## config.mk

```make
export PLATFORM = sky130hd
export DESIGN_NAME = fetch_ctrl_unit_flat
export DESIGN_NICKNAME = d
export VERILOG_FILES = /design/src/rtl/fetch_ctrl_unit_pkg.sv /design/src/rtl/fetch_ctrl_unit_if.sv /design/src/rtl/fetch_ctrl_unit_mem_wait_counter.sv /design/src/rtl/fetch_ctrl_unit.sv /design/src/flat_wrapper.sv
export SDC_FILE = /design/constraint.sdc
export NUM_CORES = 1
export LEC_CHECK = 0
export BUFFER_PORTS_ARGS = -buffer_cell sky130_fd_sc_hd__clkbuf_2
export CAP_MARGIN = 15
export CORE_MARGIN = 2
export CORE_UTILIZATION = 35
export DETAILED_ROUTE_END_ITERATION = 8
export HOLD_SLACK_MARGIN = 0.12
export PLACE_DENSITY = 0.64
export SYNTH_ARGS = -nofsm -noshare
export SYNTH_HDL_FRONTEND = slang
export SYNTH_SLANG_ARGS = --single-unit
export TNS_END_PERCENT = 5
```

## constraint.sdc

```tcl
create_clock -name clk -period 2.2 [get_ports clk]
set_clock_uncertainty 0.05 [all_clocks]
set_input_delay 0.11 -clock clk [delete_from_list [all_inputs] [get_ports clk]]
set_output_delay 0.11 -clock clk [all_outputs]
set_load 0.05 [all_outputs]
```

## src/rtl/fetch_ctrl_unit_pkg.sv

```systemverilog
// Shared encodings for the fetch sequencer: state codes, opcodes and PC control bit positions.
// Imported by the sequencer, its wait counter and any block that decodes ctrlsig.
package fetch_ctrl_unit_pkg;

    typedef enum logic [3:0] {
        ST_IDLE    = 4'd0,
        ST_PCRST   = 4'd1,
        ST_FETCH_A = 4'd2,
        ST_FETCH_M = 4'd3,
        ST_FETCH_I = 4'd4,
        ST_DECODE  = 4'd5,
        ST_JUMP    = 4'd6,
        ST_EXEC    = 4'd7,
        ST_HALTED  = 4'd8
    } state_t;

    localparam logic [3:0] OP_NOP  = 4'h0;
    localparam logic [3:0] OP_JMP  = 4'h1;
    localparam logic [3:0] OP_JZ   = 4'h2;
    localparam logic [3:0] OP_JNZ  = 4'h3;
    localparam logic [3:0] OP_HALT = 4'hF;

    localparam int PC_WE  = 0;
    localparam int PC_INC = 1;
    localparam int PC_RST = 2;
    localparam int CTRLW  = 3;

    typedef logic [CTRLW-1:0] pc_ctrl_t;

    function automatic pc_ctrl_t pc_ctrl(input int pos);
        pc_ctrl_t v;
        v      = '0;
        v[pos] = 1'b1;
        return v;
    endfunction

    // Counter preload so that FETCH_M dwells exactly mem_wait cycles; out-of-range values are clamped.
    function automatic logic [3:0] wait_preload(input int mem_wait);
        if (mem_wait < 1)  return 4'd0;
        if (mem_wait > 15) return 4'd14;
        return 4'(mem_wait - 1);
    endfunction

endpackage

```

## src/rtl/fetch_ctrl_unit_if.sv

```systemverilog
// Control/status bundle between the fetch sequencer (master) and the PC/AR/IR datapath (slave).
// The master samples start/opcode/zflag and drives the strobes, PC control vector and debug state.
interface fetch_ctrl_unit_if #(
    parameter int OPW  = 4,
    parameter int CNTW = 16
);
    import fetch_ctrl_unit_pkg::*;

    logic            start;
    logic [OPW-1:0]  opcode;
    logic            zflag;
    pc_ctrl_t        ctrlsig;
    logic            ar_ld;
    logic            mem_rd;
    logic            ir_ld;
    logic            alu_en;
    logic            halted;
    logic [CNTW-1:0] instr_cnt;
    logic [3:0]      state_o;

    modport master (
        input  start, opcode, zflag,
        output ctrlsig, ar_ld, mem_rd, ir_ld, alu_en, halted, instr_cnt, state_o
    );

    modport slave (
        output start, opcode, zflag,
        input  ctrlsig, ar_ld, mem_rd, ir_ld, alu_en, halted, instr_cnt, state_o
    );

endinterface

```

## src/rtl/fetch_ctrl_unit_mem_wait_counter.sv

```systemverilog
// 4-bit loadable down-counter timing the instruction-memory read dwell; load wins over en.
// Saturates at zero so a stray enable can never wrap it back to 15.
module fetch_ctrl_unit_mem_wait_counter (
    input  logic       clk,
    input  logic       reset,
    input  logic       load,
    input  logic       en,
    input  logic [3:0] load_val,
    output logic       zero
);

    logic [3:0] count_q;

    always_ff @(posedge clk or posedge reset) begin
        if (reset) begin
            count_q <= 4'd0;
        end else if (load) begin
            count_q <= load_val;
        end else if (en && !zero) begin
            count_q <= count_q - 4'd1;
        end
    end

    assign zero = (count_q == 4'd0);

endmodule

```

## src/rtl/fetch_ctrl_unit.sv

```systemverilog
// Moore sequencer for FETCH-DECODE-EXECUTE: drives PC control, AR/IR loads, memory read and ALU strobe.
// All outputs decode the state register; FETCH_M dwells MEM_WAIT cycles, no other stalls.
module fetch_ctrl_unit
    import fetch_ctrl_unit_pkg::*;
#(
    parameter int OPW      = 4,
    parameter int MEM_WAIT = 2,
    parameter int CNTW     = 16
) (
    input  logic              clk,
    input  logic              reset,
    fetch_ctrl_unit_if.master bus
);

    localparam logic [OPW-1:0] OPC_NOP  = OPW'(OP_NOP);
    localparam logic [OPW-1:0] OPC_JMP  = OPW'(OP_JMP);
    localparam logic [OPW-1:0] OPC_JZ   = OPW'(OP_JZ);
    localparam logic [OPW-1:0] OPC_JNZ  = OPW'(OP_JNZ);
    localparam logic [OPW-1:0] OPC_HALT = OPW'(OP_HALT);
    localparam logic [3:0]     WAIT_PRELOAD = wait_preload(MEM_WAIT);

    state_t          state_q;
    state_t          state_d;
    logic            wait_load;
    logic            wait_en;
    logic            wait_zero;
    logic [CNTW-1:0] cnt_q;

    pc_ctrl_t        ctrl;
    logic            ar_ld;
    logic            mem_rd;
    logic            ir_ld;
    logic            alu_en;
    logic            halted;

    fetch_ctrl_unit_mem_wait_counter u_wait (
        .clk      (clk),
        .reset    (reset),
        .load     (wait_load),
        .en       (wait_en),
        .load_val (WAIT_PRELOAD),
        .zero     (wait_zero)
    );

    always_ff @(posedge clk or posedge reset) begin
        if (reset) begin
            state_q <= ST_IDLE;
        end else begin
            state_q <= state_d;
        end
    end

    always_comb begin
        state_d   = ST_IDLE;
        wait_load = 1'b0;
        wait_en   = 1'b0;
        ctrl      = '0;
        ar_ld     = 1'b0;
        mem_rd    = 1'b0;
        ir_ld     = 1'b0;
        alu_en    = 1'b0;
        halted    = 1'b0;

        case (state_q)
            ST_IDLE: begin
                state_d = bus.start ? ST_PCRST : ST_IDLE;
            end
            ST_PCRST: begin
                ctrl    = pc_ctrl(PC_RST);
                state_d = ST_FETCH_A;
            end
            ST_FETCH_A: begin
                ar_ld     = 1'b1;
                wait_load = 1'b1;
                state_d   = ST_FETCH_M;
            end
            ST_FETCH_M: begin
                mem_rd = 1'b1;
                if (wait_zero) begin
                    state_d = ST_FETCH_I;
                end else begin
                    wait_en = 1'b1;
                    state_d = ST_FETCH_M;
                end
            end
            ST_FETCH_I: begin
                // IR load and PC increment share this cycle on purpose.
                ir_ld   = 1'b1;
                ctrl    = pc_ctrl(PC_INC);
                state_d = ST_DECODE;
            end
            ST_DECODE: begin
                if (bus.opcode == OPC_NOP) begin
                    state_d = ST_FETCH_A;
                end else if (bus.opcode == OPC_JMP) begin
                    state_d = ST_JUMP;
                end else if (bus.opcode == OPC_JZ) begin
                    state_d = bus.zflag ? ST_JUMP : ST_FETCH_A;
                end else if (bus.opcode == OPC_JNZ) begin
                    state_d = bus.zflag ? ST_FETCH_A : ST_JUMP;
                end else if (bus.opcode == OPC_HALT) begin
                    state_d = ST_HALTED;
                end else begin
                    state_d = ST_EXEC;
                end
            end
            ST_JUMP: begin
                ctrl    = pc_ctrl(PC_WE);
                state_d = ST_FETCH_A;
            end
            ST_EXEC: begin
                alu_en  = 1'b1;
                state_d = ST_FETCH_A;
            end
            ST_HALTED: begin
                halted  = 1'b1;
                state_d = bus.start ? ST_FETCH_A : ST_HALTED;
            end
            default: begin
                state_d = ST_IDLE;
            end
        endcase
    end

    // Retired-instruction count follows PC reset; wraps silently.
    always_ff @(posedge clk or posedge reset) begin
        if (reset) begin
            cnt_q <= '0;
        end else if (state_q == ST_PCRST) begin
            cnt_q <= '0;
        end else if (state_q == ST_DECODE) begin
            cnt_q <= cnt_q + CNTW'(1);
        end
    end

    assign bus.ctrlsig   = ctrl;
    assign bus.ar_ld     = ar_ld;
    assign bus.mem_rd    = mem_rd;
    assign bus.ir_ld     = ir_ld;
    assign bus.alu_en    = alu_en;
    assign bus.halted    = halted;
    assign bus.instr_cnt = cnt_q;
    assign bus.state_o   = state_q;

    a_ctrl_onehot0: assert property (@(posedge clk) disable iff (reset) $onehot0(ctrl));
    a_alu_excl:     assert property (@(posedge clk) disable iff (reset) !(alu_en && (ctrl != '0)));

endmodule

```

## src/flat_wrapper.sv

```systemverilog
// flat-port wrapper written by rule: the top's interface ports become plain ports
module fetch_ctrl_unit_flat import fetch_ctrl_unit_pkg::*;
#(
    parameter int OPW      = 4,
    parameter int MEM_WAIT = 2,
    parameter int CNTW     = 16
)
  (clk, reset, bus_start, bus_opcode, bus_zflag, bus_ctrlsig, bus_ar_ld, bus_mem_rd, bus_ir_ld, bus_alu_en, bus_halted, bus_instr_cnt, bus_state_o);
  fetch_ctrl_unit_if #(.OPW(OPW), .CNTW(CNTW)) bus_i ();
  input  logic clk;
  input  logic reset;
  input wire logic [$bits(bus_i.start)-1:0] bus_start;
  input wire logic [$bits(bus_i.opcode)-1:0] bus_opcode;
  input wire logic [$bits(bus_i.zflag)-1:0] bus_zflag;
  output wire logic [$bits(bus_i.ctrlsig)-1:0] bus_ctrlsig;
  output wire logic [$bits(bus_i.ar_ld)-1:0] bus_ar_ld;
  output wire logic [$bits(bus_i.mem_rd)-1:0] bus_mem_rd;
  output wire logic [$bits(bus_i.ir_ld)-1:0] bus_ir_ld;
  output wire logic [$bits(bus_i.alu_en)-1:0] bus_alu_en;
  output wire logic [$bits(bus_i.halted)-1:0] bus_halted;
  output wire logic [$bits(bus_i.instr_cnt)-1:0] bus_instr_cnt;
  output wire logic [$bits(bus_i.state_o)-1:0] bus_state_o;
  assign bus_i.start = bus_start;
  assign bus_i.opcode = bus_opcode;
  assign bus_i.zflag = bus_zflag;
  assign bus_ctrlsig = bus_i.ctrlsig;
  assign bus_ar_ld = bus_i.ar_ld;
  assign bus_mem_rd = bus_i.mem_rd;
  assign bus_ir_ld = bus_i.ir_ld;
  assign bus_alu_en = bus_i.alu_en;
  assign bus_halted = bus_i.halted;
  assign bus_instr_cnt = bus_i.instr_cnt;
  assign bus_state_o = bus_i.state_o;
  fetch_ctrl_unit #(.OPW(OPW), .MEM_WAIT(MEM_WAIT), .CNTW(CNTW)) u_core (.clk(clk), .reset(reset), .bus(bus_i));
endmodule
```

### Word level (Yosys, flattened, before mapping)

Cells that the tools add are included.

* add/subtract/negate cells: 2
* multipliers: 0
* div/mod/pow operators: 0
* $lt $le $gt $ge: 0
* equality and inequality tests: 12
* shift operators: 0
* muxes and demuxes: 23
* bitwise logic cells: 0
* reductions and logical operators: 8

Operators by type and width (count)
* two-way mux 16 bit: 2
* two-way mux 4 bit: 8
* one-hot mux 4 bit (7 select lines): 1
* adder 16 x 1 -> 16 bit (second input constant): 1
* == test 4 x 2 -> 1 bit (second input constant): 4
* == test 4 x 3 -> 1 bit (second input constant): 4
* logical NOT 4 bit: 3
* two-way mux 3 bit: 3
* one-hot mux 3 bit (3 select lines): 1
* == test 4 x 1 -> 1 bit (second input constant): 2
* == test 4 bit (second input constant): 2
* two-way mux 1 bit: 8
* nonzero test 2 bit: 2
* subtractor 4 x 1 -> 4 bit (second input constant): 1
* OR reduction 3 bit: 1
* logical AND 1 bit: 1
* logical NOT 1 bit: 1

* bits in registers: 24
* bits in latches: 0
* bits in writable memories: 0
* bits in read-only memories: 0
* input bits: 8
* output and inout bits: 28
* memories: 0

### Logic depth before layout (Yosys ltp)

Gate-level depths: netlist (run 1).

* depth in word-level cells: 7
* gate-level depth with buffers: 7

### Hierarchy

From an unflattened synthesis (run 1), not the netlist that was laid out.

* cells, all modules: 165
* area total of the unflattened synthesis: 1438.9 sq um

Modules (own cells, without submodules)
* fetch_ctrl_unit: instances 1, cells an instance 137, area an instance 1177.4 sq um, seq. area each 500.5 sq um
* fetch_ctrl_unit_mem_wait_counter: instances 1, cells an instance 28, area an instance 261.5 sq um, seq. area each 100.1 sq um

### Worst setup path after synthesis (run 1)

Ideal clock, no wire load.

* path type: register to output
* from: register u_core.state_q[1], in the netlist u_core.bus.state_o[1]
* to: output bus_ctrlsig[0]
* data arrival time: 2172 ps
* required time: 2040 ps
* path slack: -132 ps
* cell stages (with the launch flop): 3
* buffers on the path: 1
* cells stage by stage: dfrtp_1 clkbuf_1 nor3b_1

* word-level cells in the longest chain between the ends: 2
* elaborated cells on any way between the ends: 4
* classes of those cells: 3 x eq/ne; 1 x mux

RTL lines
* from (decl): line fetch_ctrl_unit.sv:22 `state_t state_q;`
* from (signal assigned): line fetch_ctrl_unit.sv:49 `state_q <= state_d;`
* == test 4 x 3 -> 1 bit or == test 4 x 1 -> 1 bit (tied branches): line fetch_ctrl_unit.sv:64 `case (state_q)`
* one-hot mux 3 bit (3 select lines) *: line fetch_ctrl_unit.sv:64
* to (decl): line flat_wrapper.sv:15 `output wire logic [$bits(bus_i.ctrlsig)-1:0] bus_ctrlsig;`

Every way passes the cells marked *; elsewhere a longest branch is shown, timed or not.

### Worst setup path in the final report (run 1)

* from: register u_core.state_q[1], in the netlist u_core.bus.state_o[1]
* to: output bus_ctrlsig[2]

The elaborated chain is that of the path after synthesis.

==> results.md, run 1 <==
* Run status: complete, no violations
* Placeable core region at 3940 um2
* Critical Path Most Common Cell: buf_4
* FF-to-FF path depth at 6
* CP peak stage delay at between 300 and 400 ps
* Total gr overflow at 0
* Post-synth EDFFs at 0
* CP Capture Type: output pin
* Root Driver: clkbuf_8
* GRT Total Usage at about 15%
* HP Class: primary input to flop
* Power per cell area at about 1100 nW/um2
* Syn. warnings at 0
* Post-CTS resize count at 0
* Peak fanout along the critical path at 11
* Leak at roughly 0.86 nW
* DRT Pass-1 Iters at 4
* Number of diodes at 0
* Maximum clock frequency at just over 500 MHz
* Die area at ~4600 um2
* Die Y at between 60 and 70 um
* Gate Count Post-Synth at around 160
* Final setup viols at 0
* Critical path arrival at 1780 ps
* Rel. slew slack at 72.0%
* Antenna violations before repair at 0
* Hold Path End: u_core.bus.state_o[3]
* Fin crit period at 1940 ps
* Ports at 36
* Post-synth ARST share at 100%
* RSZ-0062 raised after global routing: false
* Synth-to-layout area growth at 25.0%
* Post-DP HPWL at ~2.3 mm
* Crit-path slowest cell: or3b_1
* Top FF cell, synth: dfrtp_1
* PortBufs at 35
* Fin. max-slew vios at 0
* Fin crit share at around 88%
* HP Start: bus_opcode[1]
* Setup TNS at 0 ps
* Buf/Inv on CP at 3
* Vias in the first global route at roughly 1100
* CTS HTree Levels at 1
* Initial Util at between 30% and 40%
* Rows at 23
* Register clock-pin slew on the reported worst setup and hold paths at around 80 ps
* Slew @ Worst Pin at 417 ps
* Routed Antenna Nets at 0
* Via density at about 5.2
* Syn Nets at 171
* FF-to-FF setup slack at ~380 ps
* First-pass GRT wire length at ~5.3 mm
* Cts bufs inserted at 3
* Fin. Hold Viols at 0
* Worst path required time at just over 2000 ps
* Final core occ at ~45%
* Unique masters post-synth at 35
* Top delay family on crit path: buffers and inverters
* Register area share after synthesis at a little over two fifths
* Worst skew pair latency at around 280 ps
* Crit path kind: flop to output pin
* Layout net count at ~210
* GP Congestion at roughly 0.8
* Via count at 1307
* DR iter-0 viols at 96
* Max-cap violations at 0
* Hold path cells at 4
* Routed length per instance at 12.7 um
* VDD IR-drop max at 1.04 mV
* Largest net degree at the start of global routing at 25
* Die W at between 60 and 70 um
* Clock Path Buffers at 2
* Mapped Avg Cell Area at between 8 and 9 um2
* Crit path cell chain: or3b_1 > buf_4 > nor2_1 > buf_4 > clkbuf_2
* WL final at between 3 and 4 mm
* Share of cells above drive strength 1 at ~28%
* Mapped Area at approximately 1400 um2
* #FFs+latches synth at 24
* CP Launch Type: flop
* CTS Sinks at 24
* FILL cells at 382
* Hold_ws at 165 ps
* Post-route DRC at 0
* R2r endpoint: u_core.bus.state_o[2]
* TritonCTS clock tree: yes
* Worst R2R Start: u_core.u_wait.count_q[0]
[layer usage]
metal | up-vias | track usage, % | part of all wire (%)
met4 | 0 | 4.59 | 1.0
met2 | 46 | 23.4 | 44
met1 | 599 | 21.6 | 48
li1 | 658 | - | -
met3 | 4 | 3.50 | 6.4
met5 | - | 0 | 0
[sequential cells by signal, indices dropped and copies added, names as in the netlist]
signal,count
u_core.bus.instr_cnt,16
u_core.bus.state_o,4
u_core.u_wait.count_q,4
[layout make-up]
cell class	instances	area, um2	area share [%]
multi-input combinational	122	752	42.5
sequential	24	601	34.0
clock buffer	3	41.3	2.34
timing repair buffer	45	255	14.4
inverter	7	26.3	1.49
tap	50	62.6	3.54
clock inverter	1	30.0	1.70
[cell usage in the layout (no fill, tap or decap), types with 3 or more instances in the layout]
cell type / Yosys / layout
inv_1: 7 / 7
nand2_1: 15 / 15
clkbuf_8: 0 / 3
o21ai_0: 12 / 12
nor2_1: 18 / 18
a21oi_1: 6 / 6
dfrtp_1: 24 / 24
or3_1: 3 / 3
clkbuf_2: 0 / 35
nand3_1: 11 / 11
o32ai_1: 3 / 3
nor4_1: 3 / 3
nand4_1: 4 / 4
xnor2_1: 8 / 8
buf_4: 0 / 8
nor3_1: 8 / 8
nand2b_1: 4 / 4
[kinds of logic (layout without fill, tap and decap cells)]
group | Yosys count | after routing | share of synthesized area, %
flip-flops | 24 | 24 | 42.5
adder cells (fa/ha/maj) | 2 | 2 | 1.77
buffers and inverters | 15 | 56 | 4.69
AO/OA/AOI/OAI | 32 | 32 | 14.4
multiplexers | 2 | 2 | 1.42
AND/OR/NAND/NOR | 78 | 78 | 30.3
XOR/XNOR | 8 | 8 | 4.96
[repair_timing]
| item | 4_1_cts | 5_1_grt |
|---|---|---|
| buffers inserted | 0 | 0 |
| endpoints found under the hold margin | 25 | 0 |
| hold buffers | 2 | 0 |
[cells in the mapped netlist (4+ instances only)]
cell type | n | share of area [%]
a21oi_1 | 6 | 2.1
clkbuf_1 | 5 | 1.3
dfrtp_1 | 24 | 42
inv_1 | 7 | 1.9
nand2_1 | 15 | 4.0
nand2b_1 | 4 | 1.8
nand3_1 | 11 | 3.9
nand4_1 | 4 | 1.8
nor2_1 | 18 | 4.8
nor3_1 | 8 | 2.8
o21ai_0 | 12 | 4.2
xnor2_1 | 8 | 5.0
[worst max-delay path by stage]
stage	start	to	cells after the start
floorplan	u_core.bus.state_o[3]	bus_ctrlsig[1]	2
global placement	u_core.bus.state_o[1]	u_core.bus.instr_cnt[13]	5
detailed placement	u_core.bus.state_o[1]	u_core.bus.instr_cnt[13]	5
CTS	u_core.bus.state_o[1]	bus_ctrlsig[2]	5
global route	u_core.bus.state_o[1]	bus_ctrlsig[2]	5
finish	u_core.bus.state_o[1]	bus_ctrlsig[2]	5
[worst reg2reg max path, stage by stage (launching register included)]
cell and delay [ps]:
dfrtp_1 390, inv_1 90, ha_1 170, or3b_2 520
o32ai_1 300, a31oi_1 70, o32ai_1 140
[report_power, final]
group	switching (mW)	internal, mW	total (mW)
logic	0.649	0.292	0.941
registers	0.0625	0.507	0.569
clock network	0.153	0.244	0.396
[stage by stage]
step           instance area, um2  power, mW  instances  setup slack [ps]
6_report                     1770       1.91        252               261
5_1_grt                      1770       2.05        252               187
4_1_cts                      1770       1.92        252               240
3_5_place_dp                 1680       1.52        246               375
3_3_place_gp                 1680       1.51        246               376
2_1_floorplan                1420       1.31        161              63.2
Note: power is estimated with default switching activity, not from simulation.
==> inputs of run 2 (changes only) <==
--- a/config.mk
+++ b/config.mk
@@ -11,8 +11,10 @@
 export CORE_UTILIZATION = 35
 export DETAILED_ROUTE_END_ITERATION = 8
 export HOLD_SLACK_MARGIN = 0.12
-export PLACE_DENSITY = 0.64
+export PLACE_DENSITY = 0.63
+export SKIP_CTS_REPAIR_TIMING = 1
 export SYNTH_ARGS = -nofsm -noshare
 export SYNTH_HDL_FRONTEND = slang
+export SYNTH_HIERARCHICAL = 1
 export SYNTH_SLANG_ARGS = --single-unit
 export TNS_END_PERCENT = 5
==> constraint.sdc (replaced) <==
create_clock -name clk -period 2.3 [get_ports clk]
set_clock_uncertainty 0.05 [all_clocks]
set_input_delay 0.115 -clock clk [delete_from_list [all_inputs] [get_ports clk]]
set_output_delay 0.115 -clock clk [all_outputs]
set_load 0.05 [all_outputs]
==> results.md, run 2 <==
* Seq. cell area at 601 um2 (unchanged)
* DR iter-0 viols at 72 (was 96)
* Clock power frac at 12.8% (was 20.8%)
* Rel. slew slack at 49.1% (was 72.0%)
* Die area at 4640 um2 (was 4560 um2)
* First-pass GRT wire length at 6.08 mm (was 5.27 mm)
* RSZ-0062 raised after global routing: false (unchanged)
* Layout net count at 223 (was 213)
* Slew @ Worst Pin at 762 ps (was 417 ps)
* Placeable core region at 3970 um2 (was 3940 um2)
* Max-cap violations at 0 (unchanged)
* Worst setup margin at 150 ps (was 261 ps)
* WL final at 3.54 mm (was 3.20 mm)
* Post-synth ARST share at 100% (unchanged)
* Routed length per instance at 13.6 um (was 12.7 um)
* Vias in the first global route at 1295 (was 1072)
* CP peak stage delay at 410 ps (was 390 ps)
* Synth top area share at 41.7% (was 42.5%)
* Fin crit share at between 90% and 100%
* Cts bufs inserted at 3 (unchanged)
* Sequential fraction of design power at 29.0% (was 29.9%)
* Worst path required time at 2400 ps (was 2040 ps)
* Crit-path slowest cell: dfrtp_1 (was or3b_1)
* Antenna violations before repair at 0 (unchanged)
* Ports at 36 (unchanged)
* Cell with the most instances after synthesis: dfrtp_1 (unchanged)
* Max reg flops at 16 (unchanged)
* Final setup viols at 0 (unchanged)
* Setup TNS at 0 ps (unchanged)
* Worst skew pair latency at 260 ps (was 280 ps)
* Gate Count Post-Synth at 165 (was 161)
* Commonest non-fill, non-tap cells in the layout: 35 x clkbuf_2, 24 x dfrtp_1, 16 x nand2_1 (was 35 x clkbuf_2, 24 x dfrtp_1, 18 x nor2_1)
* Unique masters post-synth at 45 (was 35)
* Crit path kind: flop to flop (was flop to output pin)
* Top FF cell, synth: dfrtp_1 (unchanged)
* VDD IR-drop max at 0.719 mV (was 1.04 mV)
* Post-synth EDFFs at 0 (unchanged)
* Rows at 23 (unchanged)
* Largest net degree at the start of global routing at 21 (was 25)
* Die Y at 68.1 um (was 67.6 um)
* Run status: complete, no violations (unchanged)
* Via density at 5.48 (was 5.19)
* DP Cell Count at 255 (was 246)
* Final core occ at 46.3% (was 44.8%)
* DRT Pass-1 Iters at 4 (unchanged)
* Synth-to-layout area growth at 27.7% (was 25.0%)
* Routed Antenna Nets at 0 (unchanged)
* #FFs+latches synth at 24 (unchanged)
* GP Congestion at 0.820 (was 0.800)
* TritonCTS clock tree: yes (unchanged)
* Leak at 0.845 nW (was 0.856 nW)
* Critical path arrival at 2250 ps (was 1780 ps)
* Int Pwr at 1.03 mW (was 1.04 mW)
* Maximum clock frequency at roughly 470 MHz
* Register clock-pin slew on the reported worst setup and hold paths at 80 ps (about the same)
* Combinational power share at 58.3% (was 49.4%)
* Multi-input logic area at 823 um2 (was 752 um2)
* Fin. Hold Viols at 0 (unchanged)
* Top post-synthesis cells by count: 24 x dfrtp_1, 16 x nand2_1, 14 x nor2_1, 12 x o21ai_0 (was 24 x dfrtp_1, 18 x nor2_1, 15 x nand2_1, 12 x o21ai_0, 11 x nand3_1)
* Hold path cells at 3 (was 4)
* Fin. max-slew vios at 0 (unchanged)
* Register area share after synthesis at 41.7% (was 42.5%)
* CTS Sinks at 24 (unchanged)
* Root Driver: clkbuf_8 (unchanged)
* Switching share of power at 46.6% (was 45.3%)
* Fin crit period at 2150 ps
* Most common cell after layout, fill and taps aside: clkbuf_2 (unchanged)
* Power per cell area at 1050 nW/um2 (was 1080 nW/um2)
* CTS HTree Levels at 1 (unchanged)
* Mapped Area at 1440 um2 (was 1410 um2)
* FILL cells at 415 (was 382)
* FF-to-FF path depth at 9 (was 6)
* Crit path cell chain: inv_1 > ha_2 > or3b_4 > inv_1 > nor4_2 > buf_4 > buf_4 > and3_4 > o31a_1 (was or3b_1 > buf_4 > nor2_1 > buf_4 > clkbuf_2)
* CP Launch Type: flop (unchanged)
* Yosys top cell by area: dfrtp_1 (unchanged)
* Post-DP HPWL at 2.56 mm (was 2.29 mm)
* PortBufs at 35 (unchanged)
* Mapped Avg Cell Area at 8.72 um2 (was 8.78 um2)
* Via count at 1429 (was 1307)
* FF-to-FF setup slack at 150 ps (was 380 ps)
* Total gr overflow at 0 (unchanged)
* Hold_ws at 112 ps (was 165 ps)
* HP Class: primary input to flop (unchanged)
* CP Capture Type: flop (was output pin)
* Peak fanout along the critical path at 5 (was 11)
* NetSw at 0.899 mW (was 0.864 mW)
* Die W at 68.1 um (was 67.6 um)
* GRT Total Usage at 17.1% (was 15.4%)
* Largest cells by area after synthesis: dfrtp_1 42%, o21ai_0 4.2%, nand2_1 4.2%, nor2_1 3.7%, a21oi_1 3.1% (was dfrtp_1 42%, xnor2_1 5.0%, nor2_1 4.8%, o21ai_0 4.2%, nand2_1 4.0%)
* Number of diodes at 0 (unchanged)
* Post-route DRC at 0 (unchanged)
* Clock Path Buffers at 2 (unchanged)
* Initial Util at 36.2% (was 35.9%)
* Share of cells above drive strength 1 at 28.4% (was 27.7%)
* Non-filler cells, final at 261 (was 252)
* Syn. warnings at 6 (was 0)
* Pre-CTS setup slack at 133 ps (was 375 ps)
run 2: area by class of cell:
cell class | count | area share [%]
clock buffer | 3 | 2.25
inverter | 7 | 1.43
multi-input combinational | 128 | 44.8
sequential | 24 | 32.7
tap | 50 | 3.41
timing repair buffer | 49 | 15.4
run 2: critical path, delay by kind of cell (launching register included):
family / cells / cell delay [ps]
buffers and inverters: 4 / 530
flip-flops: 1 / 410
AO/OA/AOI/OAI: 1 / 230
adder cells (fa/ha/maj): 1 / 200
AND/OR/NAND/NOR: 3 / 620
run 2: per-stage QoR:
step                power [mW]  cell area (um2)
global placement          1.61             1760
floorplan                 1.33             1460
finish                    1.93             1840
detailed placement        1.63             1760
global route              2.09             1840
CTS                       1.88             1800
run 2: worst paths after layout:
kind	startpoint	end
setup / recovery	u_core/u_wait/count_q[0]	u_core/u_wait/count_q[0]
hold / removal	bus_start	u_core/bus.state_o[3]
setup reg to reg	u_core/u_wait/count_q[0]	u_core/u_wait/count_q[0]
hold reg to reg	u_core/bus.instr_cnt[15]	u_core/bus.instr_cnt[15]
max in group asynchronous	reset	u_core/bus.state_o[0]
min in group asynchronous	reset	u_core/u_wait/count_q[2]
run 2: power by group through the flow:
stage	registers (mW)	clock network, mW	logic, mW
detailed placement	0.557	0	1.07
floorplan	0.670	0	0.660
CTS	0.550	0.257	1.07
global route	0.573	0.275	1.24
global placement	0.557	0	1.06
finish	0.559	0.246	1.12
run 2: logic make-up after synthesis:
| logic type | count (synthesis) | synth area share [%] |
|---|---|---|
| AND/OR/NAND/NOR | 77 | 31.0 |
| AO/OA/AOI/OAI | 39 | 17.3 |
| other | 2 | 0.522 |
| XOR/XNOR | 6 | 3.65 |
| flip-flops | 24 | 41.7 |
| adder cells (fa/ha/maj) | 2 | 1.74 |
| buffers and inverters | 15 | 4.00 |
run 2: metal layers:
| layer | GRT usage [%] | wire [um] |
|---|---|---|
| met1 | 24.9 | 1710 |
| met2 | 26.2 | 1630 |
| met3 | 1.81 | 170 |
| met4 | 6.00 | 28 |
| met5 | 0 | 0 |
==> inputs of run 3 (changes only) <==
--- a/config.mk
+++ b/config.mk
@@ -5,7 +5,7 @@
 export SDC_FILE = /design/constraint.sdc
 export NUM_CORES = 1
 export LEC_CHECK = 0
-export BUFFER_PORTS_ARGS = -buffer_cell sky130_fd_sc_hd__clkbuf_2
+export BUFFER_PORTS_ARGS = -buffer_cell sky130_fd_sc_hd__buf_2
 export CAP_MARGIN = 15
 export CORE_MARGIN = 2
 export CORE_UTILIZATION = 35
==> results.md, run 3 (same netlist as run 2, synthesis figures left out) <==
* Worst skew pair latency at 270 ps (was 260 ps)
* TritonCTS clock tree: yes (unchanged)
* HP Class: primary input to flop (unchanged)
* PortBufs at 35 (unchanged)
* Commonest non-fill, non-tap cells in the layout: 35 x buf_2, 24 x dfrtp_1, 16 x nand2_1 (was 35 x clkbuf_2, 24 x dfrtp_1, 16 x nand2_1)
* GRT Total Usage at 16.0% (was 17.1%)
* Ports at 36 (unchanged)
* Post-placement cell area at 1750 um2 (was 1760 um2)
* Layout net count at 222 (was 223)
* Via density at 5.35 (was 5.48)
* Vias in the first global route at 1170 (was 1295)
* First-pass GRT wire length at 5.55 mm (was 6.08 mm)
* Number of diodes at 0 (unchanged)
* Peak fanout along the critical path at 7 (was 5)
* Wire length on met1 at 1.57 mm (was 1.71 mm)
* Routed length per instance at 12.9 um (was 13.6 um)
* Max-cap violations at 0 (unchanged)
* Post-route total power at 1.88 mW (was 1.93 mW)
* WL final at 3.36 mm (was 3.54 mm)
* WL met3 at 215 um (was 170 um)
* Post-route DRC at 0 (unchanged)
* Routed met2 length at 1.52 mm (was 1.63 mm)
* Maximum clock frequency at 471 MHz (was 465 MHz)
* Total gr overflow at 0 (unchanged)
* Power per cell area at 1030 nW/um2 (was 1050 nW/um2)
* Non-filler cells, final at 260 (was 261)
* Run status: complete, no violations (unchanged)
* DR iter-0 viols at 72 (unchanged)
* Most common cell after layout, fill and taps aside: buf_2 (was clkbuf_2)
* CP Capture Type: flop (unchanged)
* Register clock-pin slew on the reported worst setup and hold paths at 80 ps (about the same)
* Via count at 1391 (was 1429)
* DRT Pass-1 Iters at 4 (unchanged)
* DP Cell Count at 254 (was 255)
* FF-to-FF setup slack at 180 ps (was 150 ps)
* Leak at 0.860 nW (was 0.845 nW)
* Cts bufs inserted at 3 (unchanged)
* Die area at 4640 um2 (unchanged)
* Fin area at 1830 um2 (was 1840 um2)
* CTS HTree Levels at 1 (unchanged)
* Clock Path Buffers at 2 (unchanged)
* Die Y at 68.1 um (unchanged)
* Fin. max-slew vios at 0 (unchanged)
* Largest net degree at the start of global routing at 21 (unchanged)
* Fin. Hold Viols at 0 (unchanged)
* CP Launch Type: flop (unchanged)
* Crit path kind: flop to flop (unchanged)
* Fin crit period at 2120 ps (was 2150 ps)
* Uppermost routed layer: met4 (unchanged)
* Share of cells above drive strength 1 at 27.1% (was 28.4%)
* Placeable core region at 3970 um2 (unchanged)
* Max reg flops at 16 (unchanged)
* Synth-to-layout area growth at 27.1% (was 27.7%)
* Initial Util at 36.2% (unchanged)
* Antenna violations before repair at 0 (unchanged)
* Root Driver: clkbuf_8 (unchanged)
* Routed Antenna Nets at 0 (unchanged)
* CTS Sinks at 24 (unchanged)
* Slew @ Worst Pin at 762 ps (about the same)
* Worst path required time at 2410 ps (was 2400 ps)
* RSZ-0062 raised after global routing: false (unchanged)
* Critical path arrival at 2230 ps (was 2250 ps)
* Rel. slew slack at 49.1% (about the same)
* Die W at 68.1 um (unchanged)
* Setup TNS at 0 ps (unchanged)
* Fin crit share at 92.3% (was 93.5%)
* Rows at 23 (unchanged)
* GP Congestion at 0.826 (was 0.820)
* Final setup viols at 0 (unchanged)
* Post-DP HPWL at 2.50 mm (was 2.56 mm)
* VDD IR-drop max at 0.827 mV (was 0.719 mV)
run 3: critical path: stages, from the launching register on:
cell and delay, ps:
dfrtp_1 410, inv_1 60, ha_1 210, or3b_4 260, inv_1 80, nor4_2 210, buf_4 180, nor4b_4 220
nor3b_1 80, a221o_1 260
run 3: worst paths after layout:
path                            cells after the start                     start                  endpoint
min in group asynchronous                           3                     reset  u_core/u_wait/count_q[3]
worst max register to register                      9  u_core/u_wait/count_q[1]  u_core/u_wait/count_q[3]
worst min register to register                      2  u_core/bus.instr_cnt[15]  u_core/bus.instr_cnt[15]
max in group asynchronous                           3                     reset   u_core/bus.instr_cnt[5]
worst max-delay path                                9  u_core/u_wait/count_q[1]  u_core/u_wait/count_q[3]
worst min-delay path                                3             bus_opcode[2]     u_core/bus.state_o[0]
run 3: routing by layer:
layer	vias to the layer above	global-route usage [%]
met5	-	0
met4	0	8.25
met3	4	1.97
met2	45	23.5
met1	646	23.0
li1	696	-
run 3: cell type report:
class / instances / area (um2)
multi-input cells: 128 / 821
repair buffers: 48 / 278
fillers: 434 / 2140
well taps: 50 / 62.6
flip-flops and latches: 24 / 601
inverters: 7 / 26.3
clock buffers: 3 / 41.3
run 3: where the power goes:
group | internal [mW] | switching [mW]
combinational | 0.389 | 0.679
clock | 0.117 | 0.130
sequential | 0.492 | 0.0728
total | 0.998 | 0.882
run 3: metrics by stage:
step,worst slack [ps],utilization [%],hold WS (ps)
floorplan,-165,-,-169
global placement,213,44.1,-26.5
detailed placement,114,44.1,-17.9
CTS,115,45.1,-306
global route,27.7,46.1,158
finish,178,46.1,146
